==> config.mk <==
export PLATFORM = sky130hd
export DESIGN_NAME = tx_bit_encoder
export DESIGN_NICKNAME = d
export VERILOG_FILES = /design/src/rtl/tx_bit_encoder.sv
export SDC_FILE = /design/constraint.sdc
export NUM_CORES = 1
export LEC_CHECK = 0
export CORE_AREA = 2 2 39 41
export DETAILED_ROUTE_END_ITERATION = 6
export DIE_AREA = 0 0 41 43
export SETUP_SLACK_MARGIN = 0.5
export SYNTH_ARGS = -nofsm -noshare
export SYNTH_HDL_FRONTEND = slang
export SYNTH_SLANG_ARGS = --single-unit
==> constraint.sdc <==
create_clock -name clk -period 1.53 [get_ports clk]
set_input_delay 0.459 -clock clk [delete_from_list [all_inputs] [get_ports clk]]
set_output_delay 0.459 -clock clk [all_outputs]
set_load 0.02 [all_outputs]
==> src/rtl/tx_bit_encoder.sv <==
// tx_bit_encoder: paces raw bits, inserts stuffed zeros and NRZI-encodes the line
module tx_bit_encoder #(
  parameter int CLKS_PER_BIT = 8,
  parameter int STUFF_LEN = 6
) (
  input  logic clk,
  input  logic rst,
  input  logic tx_active,
  input  logic tx_bit,
  input  logic tx_bit_valid,
  output logic tx_bit_ready,
  output logic bit_tick,
  output logic d_encoded,
  output logic stuffing,
  output logic underrun
);
  localparam int CW = $clog2(CLKS_PER_BIT);
  localparam int OW = $clog2(STUFF_LEN + 1);
  logic [CW-1:0] cnt_q, cnt_d;
  logic [OW-1:0] ones_q, ones_d;
  logic d_encoded_q, d_encoded_d, stuffing_q, stuffing_d, stuff_due;
  assign d_encoded = d_encoded_q;
  assign stuffing = stuffing_q;
  // slot decision on the tick: a due stuff beats a waiting bit, no bit means underrun
  always_comb begin
    bit_tick = tx_active && cnt_q == CW'(CLKS_PER_BIT - 1);
    stuff_due = ones_q == OW'(STUFF_LEN);
    tx_bit_ready = bit_tick && !stuff_due && tx_bit_valid;
    underrun = bit_tick && !stuff_due && !tx_bit_valid;
  end
  // next state: ticks apply the slot decision, idle forces the line back to J
  always_comb begin
    cnt_d = bit_tick ? '0 : cnt_q + 1'b1;
    ones_d = ones_q;
    d_encoded_d = d_encoded_q;
    stuffing_d = stuffing_q;
    if (bit_tick) begin
      stuffing_d = stuff_due;
      d_encoded_d = d_encoded_q ^ (stuff_due || (tx_bit_ready && !tx_bit));
      ones_d = (tx_bit_ready && tx_bit) ? ones_q + 1'b1 : (underrun ? ones_q : '0);
    end
    if (!tx_active) begin
      cnt_d = '0;
      ones_d = '0;
      d_encoded_d = 1'b1;
      stuffing_d = 1'b0;
    end
  end
  // state registers
  always_ff @(posedge clk or posedge rst) begin
    if (rst) begin
      cnt_q <= '0;
      ones_q <= '0;
      d_encoded_q <= 1'b1;
      stuffing_q <= 1'b0;
    end else begin
      cnt_q <= cnt_d;
      ones_q <= ones_d;
      d_encoded_q <= d_encoded_d;
      stuffing_q <= stuffing_d;
    end
  end
endmodule
* Word level (Yosys, flattened, before mapping)
Index checks and enable logic that the tools add are counted.
** Operators by class
- Bitwise gates (word level) :: 1
- Multiplexer cells :: 10
- Reductions and logical operators :: 11
- Add/sub/neg operators :: 2
- Equal/unequal tests :: 4
** Operator list (count)
- $mux W3 :: 6
- $add A3 B1 Y3 const B :: 2
- $eq A3 B3 Y1 const B :: 2
- $logic_and A1 B1 Y1 :: 6
- $mux W1 :: 4
- $logic_not A1 Y1 :: 3
- $ne A3 B2 Y1 const B :: 1
- $ne A2 B1 Y1 const B :: 1
- $reduce_and A2 Y1 :: 1
- $logic_or A1 B1 Y1 :: 1
- $xor A1 B1 Y1 :: 1
** Word-level totals
- Word-level logic and storage cells :: 32
- Flip-flop bits (word level) :: 8
- Output and inout bits :: 5

* Depth between registers and ports, before layout
- Word-level depth :: 9
- Depth in mapped cells :: 5
- Gate-level depth less buffers :: 5

* Worst setup path after synthesis
No wires, ideal clock.
- Kind :: register -> output
- Start point :: register cnt_q[0]
- End point :: output tx_bit_ready
- Cell stages (with the launch flop) :: 5
- Path buffers :: 0
- Data arrival time :: 1266 ps
- Path slack :: -195 ps
- Data required time :: 1071 ps
- Cell sequence :: dfrtp_1 > ha_1 > ha_1 > and2_2 > and3_1
** On the way
- Longest elaborated chain between the ends :: 4
** RTL lines
- start: declaration :: RTL line 19 : logic [CW-1:0] cnt_q, cnt_d;
- start signal: assignment :: RTL line 57 : cnt_q <= cnt_d;
- $eq A3 B3 Y1 :: RTL line 26 : bit_tick = tx_active && cnt_q == CW'(CLKS_PER_BIT - 1);
- $logic_and A1 B1 Y1 :: RTL line 26
- net bit_tick :: RTL line 12 : output logic bit_tick,
- $logic_and A1 B1 Y1 (2 in series) :: RTL line 28 : tx_bit_ready = bit_tick && !stuff_due && tx_bit_valid;
- end: declaration :: RTL line 11 : output logic tx_bit_ready,
The timed path passes the listed nets, and every way through them passes these cells.

* Worst setup path in the final report
- Start point :: register cnt_q[0]
- End point :: output tx_bit_ready
** On the way
- Longest elaborated chain between the ends :: 4
** RTL lines (RTL line)
- $eq A3 B3 Y1 :: 26
- $logic_and A1 B1 Y1 :: 26
- $logic_and A1 B1 Y1 (2 in series) :: 28
Every way passes these cells.

==> out/results.txt <==
Pre-antenna DRT Iters = 1
fin. max-slew vios = 0
Rows = 14
Starting Density = 31.9%
chip height = 43 µm
Pwr Density = 550 nW/µm²
Unique masters post-synth = 21
Bufs on Longest Clock Path = 2
Req. time, crit path = 1.07 ns
DRT antenna net count = 0
mux share of post-synthesis cell area = 2.55%
core area = 1380 µm²
Final Cell Area = 836 µm²
half-perimeter wire length after placement = 719 µm
Post-synth EDFFs = 0
Max IR drop VDD = 0.000369 V
pin count of the biggest net entering global routing = 10
die area = 1760 µm²
vias per cell = 4.80
drt wl/cell = 14.7 µm
Post-Route WL = 1320 µm
Setup crit start kind = flop
RD Place Congestion = 0.682
Slew @ Worst Pin = 0.324 ns
layout cells sized above 1 = 63.5%
Most used DFF post-synth = dfrtp_1
first-pass GRT wire length = 1910 µm
skew final = 0.00678 ns
final worst setup slack = -0.332 ns
Synth Area in Compound Gates = 15.0%
GR Overflow Total = 0
asr flop ratio synth = 100%
clock share of power = 39.1%
area delta synth->final = 89.2%
arrival time at the worst endpoint = 1.40 ns
crit share post-route = 122%
Post-Syn Area = 442 µm²
Hold Crit Class = input pin to async pin
initial antenna violation count = 0
CTS H-tree depth = 1
Seq pwr share = 48.4%
fmax = 0.537 GHz
Mapped Nets = 52
Mapped Cells = 43
Psw = 109 µW
nets = 84
adder-cell share of the synthesized area = 11.3%
Clk pin slew, worst setup/hold paths = 0.06 ns
Hold Fails Final Rpt = 0
yosys synthesis warning count = 0
status = complete, but fails checks
most frequent cell after synthesis = dfrtp_1
simple-gate share of the synthesized area = 21.0%
minimum clock period = 1.86 ns
Vias = 432
Ports = 10
I/O Buffers = 9
clock sinks = 8
register area share after synthesis = 45.6%
Sw Ratio = 23.7%
Yosys top cell by area = dfrtp_1
total CTS buffers = 3
Area after DPL = 663 µm²
failing checks = setup timing
P_leak = 0.377 nW
syn_area_per_cell = 10.3 µm²
reg2reg setup slack = -0.08 ns
MaxCap Viol Count = 0
final antenna diode count = 0
critical path fanouts, max = 3
Root Driver = clkbuf_4
All-Layer GR Usage = 16.5%
hold slack = 0.455 ns
endpoint class of the critical path = output port
Initial DRC Count = 0
leading post-synthesis cells by cell area = dfrtp_1, ha_1, dfstp_2
largest family of logic cells by synthesized area = simple AND/OR/NAND/NOR gates
# DRC = 0
synth cell count leaders = dfrtp_1, ha_1, inv_1
Internal = 351 µW
top cell type's share of synthesized area = 39.7%
RSZ-0062 raised after global routing = yes
XOR/XNOR Fraction of Synth Area = 0%
power share of the combinational group = 12.5%
worst-skew pair later-pin latency = 0.26 ns
CTS tree = done
post-layout util = 60.4%
vias in the first global route = 476
relative slew slack = 78.4%
critical path type = flop to output port
die width = 41 µm
Final setup viols = 7
Synth Register Bits = 8
-- metal layers --
metal / vias to the layer above / global-route usage, % / wire length [µm]
met5: - / 0 / 0
met4: 0 / 10.0 / 34
met3: 4 / 3.14 / 49
met2: 12 / 27.8 / 737
met1: 200 / 17.7 / 499
li1: 216 / - / -
-- cell type report --
class | count | area (µm²)
clock buffer | 4 | 26.3
inverter | 4 | 20.0
timing repair buffer | 28 | 259
fill | 129 | 548
tap | 16 | 20.0
multi-input combinational | 30 | 309
sequential | 8 | 201
-- sequential cells by signal, indices dropped and copies added (netlist names) --
name / count
d_encoded: 1
ones_q: 3
stuffing: 1
cnt_q: 3
-- power groups by stage --
stage | clock network [mW] | logic [mW] | registers [mW]
after floorplan | 0 | 0.0194 | 0.225
after global placement | 0 | 0.0421 | 0.225
after detailed placement | 0 | 0.0429 | 0.226
after CTS | 0.187 | 0.0533 | 0.221
after global routing | 0.194 | 0.0654 | 0.223
final | 0.180 | 0.0575 | 0.222
-- metrics by stage --
step | total power [mW] | setup TNS [ns] | setup WS [ns] | cells
finish | 0.460 | -1.14 | -0.332 | 90
global route | 0.482 | -1.62 | -0.387 | 90
CTS | 0.461 | -0.965 | -0.329 | 88
detailed placement | 0.268 | -2.94 | -0.775 | 78
global placement | 0.267 | -2.90 | -0.765 | 78
floorplan | 0.245 | 0 | 0.0139 | 43
-- repair_timing --
item,in CTS,in global routing
buffers inserted,6,2
endpoints found under the setup margin,13,12
pin swaps,8,7
gates resized for setup,46,7
hold buffers,0,0
-- cells in the final DEF (no fill, tap or decap) --
cell type	n
nand3_1	1
o311ai_4	1
dlygate4sd2_1	2
nand2_1	2
nand2_2	2
o21ai_2	2
nor2_4	1
a21boi_1	1
and3_4	2
buf_6	11
inv_1	3
nand3_2	1
inv_6	1
dfrtp_1	7
ha_4	1
nand2b_1	2
clkdlybuf4s50_1	2
clkbuf_4	3
and4_4	1
nor3b_2	1
a21oi_4	1
ha_1	1
dfstp_2	1
o211ai_1	3
mux2_4	1
and2_1	1
ha_2	2
and2_4	1
nand2_4	1
a21oi_1	1
buf_4	13
clkbuf_1	1
-- worst paths after layout --
| kind | start | end | cells after the start |
|---|---|---|---|
| max | cnt_q[0] | tx_bit_ready | 5 |
| min | rst | stuffing | 2 |
| max reg2reg | cnt_q[0] | ones_q[1] | 9 |
| min reg2reg | stuffing | stuffing | 2 |
| max in group asynchronous | rst | d_encoded | 2 |
| min in group clk | stuffing | stuffing | 2 |
-- worst max-delay path: stages, from the launching register on --
cell	delay [ns]
dfrtp_1	0.40
ha_2	0.19
ha_4	0.16
and2_4	0.14
and3_4	0.14
buf_6	0.12
-- cell families after synthesis --
kind of cell	count (synthesis)
adder cells (fa/ha/maj)	4
flip-flops	8
AO/OA/AOI/OAI	9
AND/OR/NAND/NOR	16
multiplexers	1
buffers and inverters	5
Power figures use the tool's default switching activity.
